`config.mk`:
```
export PLATFORM = sky130hd
export DESIGN_NAME = ctrl_prog_seq
export DESIGN_NICKNAME = d
export VERILOG_FILES = /design/src/rtl/srcv_ctrl_pkg.sv /design/src/rtl/ctrl_prog_ram.sv /design/src/rtl/ctrl_prog_seq.sv
export SDC_FILE = /design/constraint.sdc
export NUM_CORES = 1
export LEC_CHECK = 0
export CAP_MARGIN = 20
export CORE_ASPECT_RATIO = 0.75
export CORE_UTILIZATION = 65
export CTS_CLUSTER_DIAMETER = 40
export DETAILED_ROUTE_END_ITERATION = 10
export DONT_BUFFER_PORTS = 1
export GPL_TIMING_DRIVEN = 0
export PLACE_DENSITY = 0.81
export SLEW_MARGIN = 25
export SYNTH_ARGS = -nofsm -noshare
export SYNTH_HDL_FRONTEND = slang
export SYNTH_HIERARCHICAL = 1
export SYNTH_SLANG_ARGS = --single-unit
```
`constraint.sdc`:
```
create_clock -name clk -period 5 [get_ports clk]
set_input_delay 0.25 -clock clk [delete_from_list [all_inputs] [get_ports clk]]
set_output_delay 0.25 -clock clk [all_outputs]
set_load 0.02 [all_outputs]
```
`src/rtl/srcv_ctrl_pkg.sv`:
```
// Shared definitions for the sample-rate-converter controller: instruction word
// geometry, field offsets and the program-sequencer state encoding.
package srcv_ctrl_pkg;

  typedef enum logic [1:0] {
    ST_IDLE  = 2'd0,
    ST_READ  = 2'd1,
    ST_ISSUE = 2'd2,
    ST_PROG  = 2'd3
  } seq_state_e;

  // Word layout, MSB to LSB: lstg_f, startups_f, result_reg, error_reg,
  // data_bptr, data_lptr, data_hptr, filt_coef_ptr.
  function automatic int calc_iw(input int rw, input int dw);
    return 2 + 2 * rw + 4 * dw;
  endfunction

  function automatic int off_filt_coef(input int dw);
    return 0 * dw;
  endfunction

  function automatic int off_data_hptr(input int dw);
    return dw;
  endfunction

  function automatic int off_data_lptr(input int dw);
    return 2 * dw;
  endfunction

  function automatic int off_data_bptr(input int dw);
    return 3 * dw;
  endfunction

  function automatic int off_error_reg(input int dw);
    return 4 * dw;
  endfunction

  function automatic int off_result_reg(input int rw, input int dw);
    return 4 * dw + rw;
  endfunction

  function automatic int off_startups(input int rw, input int dw);
    return 4 * dw + 2 * rw;
  endfunction

  function automatic int off_lstg(input int rw, input int dw);
    return 4 * dw + 2 * rw + 1;
  endfunction

endpackage

```
`src/rtl/ctrl_prog_ram.sv`:
```
// Instruction store: one write port, one registered read port, no reset so it
// maps onto block RAM.
module ctrl_prog_ram #(
  parameter int DEPTH = 32,
  parameter int WIDTH = 22,
  localparam int AW = $clog2(DEPTH)
) (
  input  logic             clk,
  input  logic             we_i,
  input  logic [AW-1:0]    waddr_i,
  input  logic [WIDTH-1:0] wdata_i,
  input  logic             re_i,
  input  logic [AW-1:0]    raddr_i,
  output logic [WIDTH-1:0] rdata_o
);

  logic [WIDTH-1:0] mem_q [DEPTH];
  logic [WIDTH-1:0] rdata_q;

  always_ff @(posedge clk) begin
    if (we_i) mem_q[waddr_i] <= wdata_i;
    if (re_i) rdata_q <= mem_q[raddr_i];
  end

  assign rdata_o = rdata_q;

endmodule

```
`src/rtl/ctrl_prog_seq.sv`:
```
// Program sequencer: answers controller pointer requests with the next stored
// instruction word, wrapping at the last-stage flag.
module ctrl_prog_seq
  import srcv_ctrl_pkg::*;
#(
  parameter int REGFILE_ADDR_WIDTH = 2,
  parameter int DATA_ADDR_WIDTH    = 4,
  parameter int PROG_SIZE          = 32,
  localparam int IW   = calc_iw(REGFILE_ADDR_WIDTH, DATA_ADDR_WIDTH),
  localparam int PC_W = $clog2(PROG_SIZE)
) (
  input  logic            clk,
  input  logic            rst,
  input  logic            en,
  input  logic            prog,
  input  logic            prog_we,
  input  logic [PC_W-1:0] prog_addr,
  input  logic [IW-1:0]   prog_wdata,
  input  logic            ptr_req,
  output logic [IW-1:0]   instr_word,
  output logic            iw_valid,
  output logic [PC_W-1:0] pc,
  output logic            frame_done,
  output logic            seq_err
);

  localparam int LSTG_BIT = off_lstg(REGFILE_ADDR_WIDTH, DATA_ADDR_WIDTH);
  localparam logic [PC_W-1:0] LAST_PC = PC_W'(PROG_SIZE - 1);

  seq_state_e      state_q, state_d;
  logic [IW-1:0]   instr_q, instr_d;
  logic            iw_valid_q, iw_valid_d;
  logic            frame_q, frame_d;
  logic [PC_W-1:0] pc_q, pc_d;
  logic [PC_W-1:0] npc_q, npc_d;
  logic            seq_err_q, seq_err_d;
  logic            rd_en;
  logic [IW-1:0]   rdata;

  // Writes depend only on prog so loading continues even while en is low.
  ctrl_prog_ram #(
    .DEPTH(PROG_SIZE),
    .WIDTH(IW)
  ) u_ram (
    .clk    (clk),
    .we_i   (prog & prog_we),
    .waddr_i(prog_addr),
    .wdata_i(prog_wdata),
    .re_i   (rd_en),
    .raddr_i(npc_q),
    .rdata_o(rdata)
  );

  always_comb begin
    state_d    = state_q;
    instr_d    = instr_q;
    iw_valid_d = iw_valid_q;
    frame_d    = frame_q;
    pc_d       = pc_q;
    npc_d      = npc_q;
    seq_err_d  = seq_err_q;
    rd_en      = 1'b0;
    if (en) begin
      case (state_q)
        ST_IDLE: begin
          if (prog) begin
            state_d = ST_PROG;
          end else if (ptr_req) begin
            rd_en   = 1'b1;
            state_d = ST_READ;
          end
        end
        ST_READ: begin
          if (prog) begin
            state_d = ST_PROG;
          end else begin
            instr_d    = rdata;
            pc_d       = npc_q;
            iw_valid_d = 1'b1;
            frame_d    = rdata[LSTG_BIT];
            state_d    = ST_ISSUE;
            if (rdata[LSTG_BIT]) begin
              npc_d = '0;
            end else if (npc_q == LAST_PC) begin
              npc_d     = '0;
              seq_err_d = 1'b1;
            end else begin
              npc_d = npc_q + PC_W'(1);
            end
          end
        end
        ST_ISSUE: begin
          iw_valid_d = 1'b0;
          frame_d    = 1'b0;
          state_d    = prog ? ST_PROG : ST_IDLE;
        end
        ST_PROG: begin
          if (!prog) state_d = ST_IDLE;
        end
        default: state_d = ST_IDLE;
      endcase
      // Entering or staying in program mode discards any in-flight word.
      if (state_d == ST_PROG) begin
        iw_valid_d = 1'b0;
        frame_d    = 1'b0;
        pc_d       = '0;
        npc_d      = '0;
        seq_err_d  = 1'b0;
      end
    end
  end

  always_ff @(posedge clk or posedge rst) begin
    if (rst) begin
      state_q    <= ST_IDLE;
      instr_q    <= '0;
      iw_valid_q <= 1'b0;
      frame_q    <= 1'b0;
      pc_q       <= '0;
      npc_q      <= '0;
      seq_err_q  <= 1'b0;
    end else begin
      state_q    <= state_d;
      instr_q    <= instr_d;
      iw_valid_q <= iw_valid_d;
      frame_q    <= frame_d;
      pc_q       <= pc_d;
      npc_q      <= npc_d;
      seq_err_q  <= seq_err_d;
    end
  end

  assign instr_word = instr_q;
  assign iw_valid   = iw_valid_q;
  assign pc         = pc_q;
  assign frame_done = frame_q;
  assign seq_err    = seq_err_q;

endmodule

```
==> flow_summary.json, run 1 <==
{
  "grt-ovfl-total": 0,
  "final_cell_area_um2": 34200,
  "syn_nets": 1692,
  "drtIter0Drc": 2480,
  "place_congestion": 0.913,
  "clock_path_buffers": 3,
  "grt.total_usage_pct": 31.4,
  "r2r-start": "npc_q[1]$_DFFE_PP0P_",
  "rsz0062_at_grt": "no",
  "cts_hold_buf": 43,
  "hold_ws_ns": 0.0386,
  "yosys_warnings": 6,
  "synth_top_area_cell": "edfxtp_1",
  "start_kind": "register",
  "initial_utilization_pct": 66.2,
  "clock_skew_ns": 0.0177,
  "timing.critical_path.mode_cell": "buf_2",
  "period_needed_ns": 3.02,
  "end_kind": "register",
  "tightest_slew_ns": 1.04,
  "grt_pass1_vias": 16400,
  "cts.sink_count": 763,
  "portBuffers": 0,
  "routed_via_density": 6.78,
  "power_density_nw_per_um2": 396,
  "die_h_um": 187,
  "core_area_um2": 44900,
  "worst_ep_required_time_ns": 5.28,
  "syn_area_um2": 29700,
  "vias": 16500,
  "routed_wl_um": 72100,
  "antenna_found_initial": 0,
  "die-area_um2": 46600,
  "dp_hpwl_um": 45700,
  "synth_cell_type_count": 39,
  "fin_tns_setup_ns": 0,
  "period_share_pct": 60.3,
  "syn_inst": 1657,
  "postCtsResizedCells": 0,
  "ys_seq_area_share_pct": 76.4,
  "rows": 67,
  "critPathMaxFanout": 10,
  "ios": 63,
  "critPathKind": "register to register",
  "cts_root_buf": "clkbuf_16",
  "cts_made_buffers": 74,
  "cts_max_level": 3,
  "drive_gt1_share_pct": 15.2,
  "synthTopCellsByCount": "edfxtp_1, mux2i_1, a22oi_1",
  "syn_area_per_cell_um2": 18.0,
  "min_path_type": "input pin to async pin",
  "synth-edff-count": 726,
  "async_reset_ff_share_pct": 4.85,
  "slowest_delay_ns": 0.72,
  "drt-wirelength-per-cell_um": 29.6,
  "synth.area.top_cells": "edfxtp_1, mux2i_1, dfrtp_1",
  "dieWidth_um": 249,
  "fmax_ghz": 0.332,
  "synth-seq-cells": 763,
  "leakage_nw": 10.9,
  "power_mw": 13.5,
  "setup_viol": 0,
  "ir_drop_v": 0.000476,
  "diodes": 0,
  "cts_tree": "built",
  "path_clk_slew_ns": 0.07,
  "synth.most_common_cell": "edfxtp_1",
  "final_hold_viol_count": 0,
  "grt_pass1_wl_um": 106000,
  "cp.arrival_ns": 3.29,
  "fin_nets": 1834,
  "grt_max_degree": 33,
  "placed_cell_area_um2": 31200,
  "outcome": "complete, no violations",
  "first_pass_iters": 7,
  "rr_worst_depth": 6,
  "drv_slew": 0,
  "critPathSlowestCell": "nor2_1",
  "ant_nets": 0,
  "synth_top_area_share_pct": 73.3,
  "area_growth_pct": 14.9,
  "drc_errors": 0,
  "clock_latency_ns": 0.60,
  "dominantRegCellSynth": "edfxtp_1",
  "maxSlewHeadroom_pct": 30.9,
  "startpoint": "npc_q[1]$_DFFE_PP0P_",
  "drv_cap": 0,
  "crit_chain": "nor2_1 -> buf_2 -> buf_2 -> nand2_1 -> a31oi_1 -> nand3_1",
  "post-cts-setup-buffer-count": 0
}
## report_power, final
part           leakage [nW]  total [mW]  internal (mW)  switching [mW]
logic                  2.70       0.803          0.320           0.483
registers              7.00        7.23           7.09           0.134
clock network          1.17        5.52           3.21            2.30
## stage by stage
step	cells	util (%)	setup slack [ns]
floorplan	1657	-	2.50
global placement	2243	67.8	1.50
detailed placement	2266	69.4	2.13
CTS	2436	76.1	2.10
global route	2436	76.1	2.01
finish	2436	76.1	1.98
## final cells by class
| type | instances | area [um^2] |
|---|---|---|
| sequential | 763 | 22700 |
| fill | 2421 | 10700 |
| multi-input combinational | 796 | 6620 |
| clock buffer | 95 | 2080 |
| timing repair buffer | 66 | 1050 |
| tap | 586 | 733 |
| buffer | 95 | 641 |
| clock inverter | 32 | 327 |
| inverter | 3 | 11.3 |
## cell usage in the layout (no fill, tap or decap), drive strengths merged, types with 5 or more instances in the layout
cell,instances
a31oi,22
clkbuf,124
nor2b,7
a22oi,88
nand3,46
nand4,22
dlygate4sd3,21
buf,111
nand3b,5
dfrtp,37
edfxtp,726
nor2,35
a21oi,45
mux2,23
nand2,46
mux2i,352
nor3,22
a22o,53
bufinv,5
inv,9
clkinv,17
## state kept, by name (all words and copies together), names as in the netlist
register and count:
u_ram/mem_q 704, instr_word 22, u_ram/rdata_o 22, npc_q 5
pc 5, state_q 2, frame_done 1, iw_valid 1
seq_err 1
## logic make-up after synthesis
family | after synthesis | share of synthesized area (%)
AOI/OAI and AO/OA | 217 | 5.23
adders and majority gates | 2 | 0.0841
buffers and inverters | 98 | 2.19
DFF | 763 | 76.4
muxes | 375 | 12.7
and+or+nand+nor | 202 | 3.39
## critical path, delay by kind of cell (launching register included)
family                 cells  cell delay [ns]
AND/OR/NAND/NOR            3             1.07
buffers and inverters      2             0.80
flip-flops                 1             0.48
AO/OA/AOI/OAI              1             0.34
## routing by layer
metal	part of all wire [%]	wire [um]	GRT usage [%]	up-vias
met4	3.8	2740	11.6	0
met2	45	32100	46.4	1167
met3	12	8670	7.19	179
met5	0	0	0	-
li1	-	-	-	6907
met1	40	28600	46.3	8266
## worst paths after layout
check	to	slack (ns)
worst max-delay path	u_ram/rdata_o[10]$_DFFE_PP_	1.98
worst max register to register	u_ram/rdata_o[10]$_DFFE_PP_	1.98
min in group clk	u_ram/mem_q[7][12]$_DFFE_PP_	0.18
worst min register to register	instr_word[15]$_DFFE_PP0P_	0.48
worst min-delay path	pc[1]$_DFFE_PP0P_	0.04
max in group asynchronous	instr_word[20]$_DFFE_PP0P_	4.52
No activity file was read; power rests on OpenSTA's default activity.
==> run 2, diff against run 1 <==
--- a/config.mk
+++ b/config.mk
@@ -7,12 +7,12 @@
 export LEC_CHECK = 0
 export CAP_MARGIN = 20
 export CORE_ASPECT_RATIO = 0.75
-export CORE_UTILIZATION = 65
+export CORE_UTILIZATION = 63
 export CTS_CLUSTER_DIAMETER = 40
 export DETAILED_ROUTE_END_ITERATION = 10
 export DONT_BUFFER_PORTS = 1
 export GPL_TIMING_DRIVEN = 0
-export PLACE_DENSITY = 0.81
+export PLACE_DENSITY = 0.79
 export SLEW_MARGIN = 25
 export SYNTH_ARGS = -nofsm -noshare
 export SYNTH_HDL_FRONTEND = slang
==> constraint.sdc (replaced) <==
create_clock -name clk -period 3.11 [get_ports clk]
set_input_delay 0.1555 -clock clk [delete_from_list [all_inputs] [get_ports clk]]
set_output_delay 0.1555 -clock clk [all_outputs]
set_load 0.02 [all_outputs]
==> run 2 against run 1 <==
  * Worst setup slack got worse by 1.9 ns
  * Sequential share of layout area increased by 0.054 points
  * Sequential power increased by 60%
  * Non-clock buffer count increased by 5
  * Routed wire length increased by 1.5%
  * Clock power increased by 49%
  * First-iteration DRC count decreased by 0.89%
  * Global-route usage decreased by 0.30 points
  * Die area increased by 3.1%
  * Critical path type unchanged
==> flow_summary.json, run 2 (synthesized netlist as in run 1, its figures left out) <==
{
  "outcome": "complete, no violations",
  "routed_wl_um": 73200,
  "layout_commonest_cell": "edfxtp_1",
  "drtIter0Drc": 2458,
  "grt_pass1_vias": 16100,
  "ir_drop_v": 0.000404,
  "end_kind": "register",
  "drc_errors": 0,
  "worst_ep_required_time_ns": 3.40,
  "final_hold_viol_count": 0,
  "period_needed_ns": 2.99,
  "period_share_pct": 96.2,
  "final-seq-area_um2": 22700,
  "rsz0062_at_grt": "no",
  "cts_root_buf": "clkbuf_16",
  "startpoint": "npc_q[4]$_DFFE_PP0P_",
  "dp_hpwl_um": 46600,
  "slowest_delay_ns": 0.72,
  "cts.sink_count": 763,
  "largest-register": "u_ram/mem_q",
  "critPathMaxFanout": 10,
  "path_clk_slew_ns": 0.06,
  "final.fill_count": 2607,
  "dp_cells": 2316,
  "power_mw": 21.1,
  "post-cts-setup-buffer-count": 0,
  "antenna_found_initial": 0,
  "grt.total_usage_pct": 31.1,
  "pre_cts_slack_ns": 0.132,
  "r2r-start": "npc_q[4]$_DFFE_PP0P_",
  "die_h_um": 190,
  "drv_slew": 0,
  "largest_reg_flops": 704,
  "setup_ws_ns": 0.119,
  "vias": 16400,
  "grt_pass1_wl_um": 106000,
  "routed_via_density": 6.58,
  "crit_chain": "or2_2 -> clkbuf_1 -> clkbuf_1 -> nor3_1 -> a31oi_1 -> nand3_1",
  "grt-ovfl-total": 0,
  "clock_latency_ns": 0.60,
  "multi_input_area_um2": 6620,
  "dieWidth_um": 253,
  "leakage_nw": 10.8,
  "cp-endpoint": "u_ram/rdata_o[11]$_DFFE_PP_",
  "drv_cap": 0,
  "core_area_um2": 46300,
  "die-area_um2": 48100,
  "place_congestion": 0.895,
  "clock_path_buffers": 3,
  "ant_nets": 0,
  "power_density_nw_per_um2": 619,
  "setup_viol": 0,
  "cts_tree": "built",
  "fin_tns_setup_ns": 0,
  "grt_max_degree": 33,
  "ios": 63,
  "rr_worst_depth": 6,
  "cts_made_buffers": 71,
  "tightest_slew_ns": 1.03,
  "r2r-end": "u_ram/rdata_o[11]$_DFFE_PP_",
  "portBuffers": 0,
  "min_path_type": "input pin to async pin",
  "drive_gt1_share_pct": 14.9,
  "timing.critical_path.mode_cell": "clkbuf_1",
  "initial_utilization_pct": 64.3,
  "area_growth_pct": 14.8,
  "stdcell_count": 2485,
  "rows": 68,
  "maxSlewHeadroom_pct": 31.5,
  "cp.arrival_ns": 3.29,
  "clock_skew_ns": 0.0148,
  "critPathSlowestCell": "dfrtp_1",
  "diodes": 0,
  "start_kind": "register",
  "drt-wirelength-per-cell_um": 29.5,
  "cts_max_level": 3,
  "final_cell_mix": "edfxtp_1, mux2i_1, a22oi_1",
  "fin_nets": 1836,
  "first_pass_iters": 6,
  "critPathKind": "register to register",
  "fmax_ghz": 0.334,
  "r2r_slack_ns": 0.12
}
run 2: stage by stage:
| step | instance area [um^2] | util [%] | hold WS (ns) |
|---|---|---|---|
| global route | 34200 | 73.8 | 0.0543 |
| CTS | 34200 | 73.9 | 0.0249 |
| floorplan | 29700 | - | 0.254 |
| finish | 34200 | 73.8 | 0.0350 |
| global placement | 30500 | 66.0 | 0.256 |
| detailed placement | 31500 | 68.0 | -0.0136 |
run 2: layer usage:
metal	track usage, %	routed length [um]	up-vias
met5	0	0	-
met1	45.1	29500	8247
met2	46.6	32900	1020
li1	-	-	6915
met3	7.73	8330	168
met4	10.2	2520	0
run 2: critical path, delay by kind of cell, from the launching register on:
family | cells | cell delay, ns
and+or+nand+nor | 3 | 0.60
buffers and inverters | 2 | 0.90
AOI/OAI and AO/OA | 1 | 0.46
DFF | 1 | 0.72
run 2: repair_timing:
action,4_1_cts,5_1_grt
gates resized for setup,0,1
setup endpoints to repair,0,1
hold buffers,42,0
endpoints found under the hold margin,747,0
run 2: worst min path at each step:
| stage | startpoint | endpoint | slack, ns | depth (start not counted) |
|---|---|---|---|---|
| floorplan | prog_wdata[0] | u_ram/mem_q[0][0]$_DFFE_PP_ | 0.25 | 0 |
| global placement | prog_wdata[16] | u_ram/mem_q[10][16]$_DFFE_PP_ | 0.26 | 0 |
| detailed placement | rst | instr_word[15]$_DFFE_PP0P_ | -0.01 | 1 |
| CTS | rst | instr_word[13]$_DFFE_PP0P_ | 0.02 | 3 |
| global route | rst | instr_word[13]$_DFFE_PP0P_ | 0.05 | 3 |
| finish | rst | instr_word[13]$_DFFE_PP0P_ | 0.03 | 3 |
run 2: area by class of cell:
cell class	instances	share of cell area [%]
plain buffers	95	1.88
clock buffers	94	5.70
clock inverters	33	0.656
inverters	3	0.0330
multi-input cells	796	19.4
flip-flops and latches	763	66.5
well taps	630	2.31
repair buffers	71	3.51
run 2: where the power goes:
group / internal (mW) / switching (mW)
logic: 0.512 / 0.764
registers: 11.4 / 0.221
clock network: 4.59 / 3.65
